**config.mk**
```make
export PLATFORM = sky130hd
export DESIGN_NAME = plm_bank_array
export DESIGN_NICKNAME = d
export VERILOG_FILES = /design/src/rtl/plm_bank_array.sv
export SDC_FILE = /design/constraint.sdc
export NUM_CORES = 1
export LEC_CHECK = 0
export BUFFER_PORTS_ARGS = -buffer_cell sky130_fd_sc_hd__buf_2
export CAP_MARGIN = 20
export CORE_UTILIZATION = 30
export CTS_BUF_LIST = sky130_fd_sc_hd__clkbuf_8
export CTS_CLUSTER_DIAMETER = 40
export DETAILED_ROUTE_END_ITERATION = 10
export PLACE_DENSITY = 0.41
export SLEW_MARGIN = 20
export SYNTH_ARGS = -nofsm -noshare
export SYNTH_HDL_FRONTEND = slang
export SYNTH_SLANG_ARGS = --single-unit
```
**constraint.sdc**
```tcl
create_clock -name clk -period 4.55 [get_ports clk]
set_clock_uncertainty 0.2 [all_clocks]
set_input_delay 0.455 -clock clk [delete_from_list [all_inputs] [get_ports clk]]
set_output_delay 0.455 -clock clk [all_outputs]
set_load 0.02 [all_outputs]
```
**src/rtl/plm_bank_array.sv**
```systemverilog
// plm_bank_array: banked private local memory fed by per-kernel scheduler words.
// Kernel k owns port k%NPORTS of bank k/NPORTS. Reads return data to the consumer
// named by the grant tag that travels with the request word.
// Optional feature macro: PLM_OUTPUT_REG_EN adds an output register stage on
// resp_value/resp_valid, which makes the read latency two cycles instead of one.
module plm_bank_array #(
  parameter int ADDR_WIDTH  = 4,
  parameter int VALUE_WIDTH = 8,
  parameter int NCONSUMERS  = 2,
  parameter int NBANKS      = 1,
  parameter int NPORTS      = 2,
  localparam int NKERNELS   = NBANKS * NPORTS,
  localparam int LADDR      = ADDR_WIDTH - $clog2(NBANKS),
  localparam int WORD_W     = LADDR + VALUE_WIDTH + 1,
  localparam int ID_W       = (NCONSUMERS > 1) ? $clog2(NCONSUMERS) : 1
) (
  input  logic                                   clk,
  input  logic                                   reset,
  input  logic [NKERNELS-1:0][WORD_W-1:0]        in,
  input  logic [NKERNELS-1:0]                    grant_valid,
  input  logic [NKERNELS-1:0][ID_W-1:0]          grant_id,
  output logic [NCONSUMERS-1:0][VALUE_WIDTH-1:0] resp_value,
  output logic [NCONSUMERS-1:0]                  resp_valid,
  output logic                                   conflict
);

  // Table of which encodable grant tags name a real consumer.
  function automatic logic [2**ID_W-1:0] legalIds();
    logic [2**ID_W-1:0] legal;
    legal = '0;
    for (int i = 0; i < 2**ID_W; i++) begin
      legal[i] = (i < NCONSUMERS);
    end
    return legal;
  endfunction

  localparam logic [2**ID_W-1:0] ID_LEGAL = legalIds();

  logic [VALUE_WIDTH-1:0] mem [NBANKS][2**LADDR];

  logic [NKERNELS-1:0]                    reqWe;
  logic [NKERNELS-1:0]                    reqOk;
  logic [NKERNELS-1:0][LADDR-1:0]         reqAddr;
  logic [NKERNELS-1:0][VALUE_WIDTH-1:0]   reqData;

  logic [NCONSUMERS-1:0]                  respValid_d;
  logic [NCONSUMERS-1:0][VALUE_WIDTH-1:0] respValue_d;
  logic                                   conflict_d;

  logic [NCONSUMERS-1:0]                  respValid_q;
  logic [NCONSUMERS-1:0][VALUE_WIDTH-1:0] respValue_q;
  logic                                   conflict_q;

  // Split each scheduler word into its fields; a request only counts when its tag is legal.
  always_comb begin
    for (int k = 0; k < NKERNELS; k++) begin
      reqWe[k]   = in[k][WORD_W-1];
      reqAddr[k] = in[k][WORD_W-2 -: LADDR];
      reqData[k] = in[k][VALUE_WIDTH-1:0];
      reqOk[k]   = grant_valid[k] && ID_LEGAL[grant_id[k]];
    end
  end

  // Route reads to consumers (lowest kernel wins a shared tag) and detect every error case.
  always_comb begin
    respValid_d = '0;
    respValue_d = '0;
    conflict_d  = 1'b0;
    for (int k = 0; k < NKERNELS; k++) begin
      if (grant_valid[k] && !ID_LEGAL[grant_id[k]]) begin
        conflict_d = 1'b1;
      end
      if (reqOk[k] && !reqWe[k]) begin
        if (respValid_d[grant_id[k]]) begin
          conflict_d = 1'b1;
        end else begin
          respValid_d[grant_id[k]] = 1'b1;
          respValue_d[grant_id[k]] = mem[k / NPORTS][reqAddr[k]];
        end
      end
    end
    for (int k = 0; k < NKERNELS; k++) begin
      for (int j = k + 1; j < NKERNELS; j++) begin
        if ((k / NPORTS) == (j / NPORTS) && reqOk[k] && reqOk[j] &&
            reqWe[k] && reqWe[j] && reqAddr[k] == reqAddr[j]) begin
          conflict_d = 1'b1;
        end
      end
    end
  end

  // Storage update; scanning ports high to low lets the lowest port land last and win, reset only blocks writes.
  always_ff @(posedge clk or posedge reset) begin
    if (reset) begin
    end else begin
      for (int k = NKERNELS - 1; k >= 0; k--) begin
        if (reqOk[k] && reqWe[k]) begin
          mem[k / NPORTS][reqAddr[k]] <= reqData[k];
        end
      end
    end
  end

  // First response stage plus the sticky conflict flag.
  always_ff @(posedge clk or posedge reset) begin
    if (reset) begin
      respValid_q <= '0;
      respValue_q <= '0;
      conflict_q  <= 1'b0;
    end else begin
      respValid_q <= respValid_d;
      respValue_q <= respValue_d;
      conflict_q  <= conflict_q | conflict_d;
    end
  end

`ifdef PLM_OUTPUT_REG_EN
  logic [NCONSUMERS-1:0]                  respValidOut_q;
  logic [NCONSUMERS-1:0][VALUE_WIDTH-1:0] respValueOut_q;

  // Extra output stage; conflict deliberately bypasses it so its timing does not move.
  always_ff @(posedge clk or posedge reset) begin
    if (reset) begin
      respValidOut_q <= '0;
      respValueOut_q <= '0;
    end else begin
      respValidOut_q <= respValid_q;
      respValueOut_q <= respValue_q;
    end
  end

  assign resp_valid = respValidOut_q;
  assign resp_value = respValueOut_q;
`else
  assign resp_valid = respValid_q;
  assign resp_value = respValue_q;
`endif

  assign conflict = conflict_q;

endmodule

```
# ---- Word-level counts from Yosys, hierarchy flattened
# Memory sizes are Yosys's and may differ from the RTL's.
# Index checks and enable logic that the tools add are counted.
dict set report classes {
  mux 43
  magnitude_cmp 8
  n_bitwise 5
  reduce_logical 23
  n_eq_ne 1
}
# op n
set op_table {}
lappend op_table {{$mux W128} 2}
lappend op_table {{$bmux W8 S4} 2}
lappend op_table {{$demux W8 S4} 2}
lappend op_table {{$mux W16} 4}
lappend op_table {{$mux W8} 8}
lappend op_table {{$logic_and A1 B1 Y1} 18}
lappend op_table {{$and A16 B16 Y16} 1}
lappend op_table {{$bwmux W16} 1}
lappend op_table {{$demux W8 S1} 2}
lappend op_table {{$mux W1} 16}
lappend op_table {{$ge A5 B5 Y1 const B} 2}
lappend op_table {{$lt A5 B1 Y1 const B} 2}
lappend op_table {{$not A4 Y5} 2}
lappend op_table {{$mux W2} 4}
lappend op_table {{$logic_not A1 Y1} 5}
lappend op_table {{$eq A4 B4 Y1} 1}
lappend op_table {{$lt A1 B2 Y1 const B} 2}
lappend op_table {{$demux W1 S1} 2}
lappend op_table {{$ge A1 B1 Y1 const B} 2}
lappend op_table {{$or A2 B2 Y2} 1}
lappend op_table {{$or A1 B1 Y1} 1}
dict set report totals {
  regBits 19
  input_bits 32
  n_memories 1
  mem_bits_rw 128
  wordCells 85
  output_inout_bits 19
}
# memory depth width read_ports rd_clocked_by_memory_dff wr line_no
set mem_list {}
lappend mem_list {mem 1 128 1 0 2 39} ;# logic [VALUE_WIDTH-1:0] mem [NBANKS][2**LADDR];

# ---- Logic depth before layout (Yosys ltp)
dict set report depth {
  ltp_word 12
  mapped_depth 7
  depth_no_buf 4
}

# ---- Worst setup path after synthesis
# Ideal clock, no wire load.
dict set report synth_timing {
  path_type {input to register}
  startpoint {in in[21] (netlist name)}
  endpoint {mem mem[0][0] (netlist name) (enable)}
  n_path_buf 2
  required_time_ps 3966
  slack_ps 2032
  setup_time_ps 384
  path_stages 4
  arrival_time_ps 1934
  cell_sequence {buf_1 > buf_2 > nand2_1 > o21ai_0}
}
# item line_no
set synth_rtl {}
lappend synth_rtl {{start, declared} 19} ;# input logic [NKERNELS-1:0][WORD_W-1:0] in,
lappend synth_rtl {{end, declared} 39}

==> flow_summary.ini <==
[route]
vias = 5924
wl_per_cell_um = 28.5
dr.pass1.iters = 5
ant_nets = 0
viasPerCell = 5.65
routed_wl_um = 29900
drc = 0
first_iter_violations = 537

[synthesis]
async_flop_share_pct = 12.9
syn-cell-area_mm2 = 0.00871
synthAdderAreaFrac_pct = 0
synth_edf_count = 128
synth-compound-area-share_pct = 7.31
synth-simple-area-share_pct = 5.77
syn_avg_cell_area_um2 = 14.2
synth_top_family_by_area = multiplexers
synth-seq-area-share_pct = 49.6
synth_mux_area_share_pct = 34.1
syn_inst = 613
synth_cell_types = 48
synth_xor_area_share_pct = 0.503
synthesis.yosys.warnings = 0
synth_seq_cells = 147
yosys_most_used_dff = edfxtp_1
syn-num-nets = 645

[power]
vdd_ir_drop_max_mv = 0.158
power_frac_seq_pct = 51.9
cellLeakagePower_uw = 0.00345
share_comb_of_total_power_pct = 13.8
power.internal_uw = 2100
pwr-share-clk_pct = 34.3
total_power_uw = 2900
power.density_mw_per_mm2 = 298
switching_power_uw = 808
switching_share_pct = 27.8

[floorplan]
rows = 62
initial_core_util_pct = 30.4
io_pins = 51
die_h_um = 172
die_w_um = 172
core_area_mm2 = 0.0286
design.die.area_mm2 = 0.0297

[timing]
fmax_mhz = 351
worstMarginPinSlew_ns = 1.07
finalHoldViolations = 0
fin_crit_sh_pct = 62.6
setup_viol = 0
tns_ns = 0
rsz0062_at_grt = false
period_needed_ns = 2.85
drv_slew = 0
slew_headroom_pct = 28.7

[worst_setup_path]
path_max_fanout = 31
worstPathArrival_ns = 2.81
rrSetupSlack_ns = 2.47
end_kind = flip-flop
worstSetupPathType = input port to flip-flop
start_kind = input port
worstPathRequired_ns = 4.51
rr_worst_depth = 4
reg2reg_to = resp_value[3]
rr_startpoint = mem[0][35]

[layout]
stdcell_area_mm2 = 0.00974
layout_common_cells = mux2_2, edfxtp_1, mux2i_1
final_util_pct = 34.0
final_common_cell = mux2_2
areaGrowthSynthToFinish_pct = 11.9
drive_above_1_share_pct = 42.3
fin_nets = 683
num-fill-cells = 2820
multi_input_area_mm2 = 0.00416
seq_area_mm2 = 0.00432

[job]
max_cap_violations = 0

[grt]
grt_start_max_net_pins = 38
grtUsageTotal_pct = 20.9
grt_pass1_wl_um = 42600
grt_pass1_vias = 5992
antenna_found_initial = 0
grt.overflow.total = 0

[run_status]
status = complete, no violations

[placement]
portBuffers = 50
place_area_mm2 = 0.00938
hpwl_um = 20700
globalplace.congestion = 0.848

[clock_network]
cts.sinks = 147
cts_tree = built
clkLatencyLatePin_ns = 0.46
ctsResizeCount = 0
clk_pin_slew_ns = 0.09
ctsHtreeMaxLevel = 4
post-cts-setup-buffers = 0
cts-root-buf = clkbuf_8
clk_path_buf_depth = 2
cts_buffers = 17
cts-hold-fix-buffers = 0

[hold_path]
hold_path_class = input port to asynchronous set/reset pin
## critical path, cell delays in order
cell      delay, ns
buf_4          0.40
nor4bb_1       0.62
nand2_1        0.52
o21ai_0        0.47
buf_4          0.30
## worst max-delay path by stage
stage,depth (start not counted),to,slack [ns],from
finish,5,mem[0][65],1.70,in[9]
global route,5,mem[0][65],1.61,in[9]
CTS,5,mem[0][65],1.73,in[9]
detailed placement,5,mem[0][67],1.24,in[9]
global placement,4,mem[0][7],0.90,in[9]
floorplan,4,mem[0][0],2.03,in[21]
## state kept, by name (all words and copies together) (netlist names)
| signal | flops |
|---|---|
| conflict | 1 |
| resp_value | 16 |
| mem | 128 |
| resp_valid | 2 |
## power groups by stage
stage	Sequential, µW	Combinational, µW	Clock [µW]
floorplan	1550	246	0
finish	1510	400	995
detailed placement	1540	400	0
CTS	1510	401	1010
global route	1510	428	1060
global placement	1540	393	0
## area by class of cell
cell class / count / area share, %
clock inverters: 14 / 1.18
clock buffers: 18 / 2.54
flip-flops and latches: 147 / 44.3
multi-input cells: 412 / 42.7
inverters: 2 / 0.0770
repair buffers: 71 / 4.21
well taps: 384 / 4.93
diodes: 1 / 0.0257
## logic make-up after synthesis
family,count (synthesis)
mux,240
flops,147
simple gates,84
compound gates,83
buf+inv,54
xor+xnor,5
## synthesized netlist by cell type, types with 2 or more instances
cell	number	area, µm²
buf_4	2	15.0
nor3b_1	2	15.0
nor2_1	5	18.8
o221ai_1	14	123
nand3b_1	4	30.0
mux4_2	32	721
nor2_2	3	18.8
or4_1	2	15.0
dfrtp_1	19	475
o22a_1	15	131
o21ai_0	8	40.0
mux2i_1	74	741
nor2b_1	6	37.5
o22ai_1	7	43.8
nor2_4	3	33.8
inv_1	2	7.51
or3_1	2	12.5
o21bai_1	2	15.0
a22oi_1	30	225
nand2_1	29	109
clkbuf_1	30	113
nand3_1	5	25.0
nor4_1	2	12.5
xnor2_1	4	35.0
buf_2	16	80.1
nand2b_1	8	50.1
mux2_2	134	1510
buf_1	3	11.3
a32oi_1	2	17.5
edfxtp_1	128	3840
o211ai_1	2	15.0
nor3_4	2	32.5
## metrics by stage
| step | hold WS [ns] | cells | setup slack [ns] |
|---|---|---|---|
| final | 0.0533 | 1049 | 1.70 |
| after global routing | 0.0806 | 1048 | 1.61 |
| after CTS | 0.0605 | 1048 | 1.73 |
| after detailed placement | 0.302 | 1016 | 1.24 |
| after global placement | 0.251 | 1016 | 0.903 |
| after floorplan | 0.206 | 613 | 2.03 |
## layer usage
metal / global-route usage [%] / wire length (µm) / vias to the layer above
met3: 2.88 / 1360 / 27
met2: 35.3 / 14600 / 220
met5: 0 / 0 / -
li1: - / - / 2551
met1: 27.8 / 13300 / 3126
met4: 6.19 / 539 / 0
No activity file was read; power rests on OpenSTA's default activity.
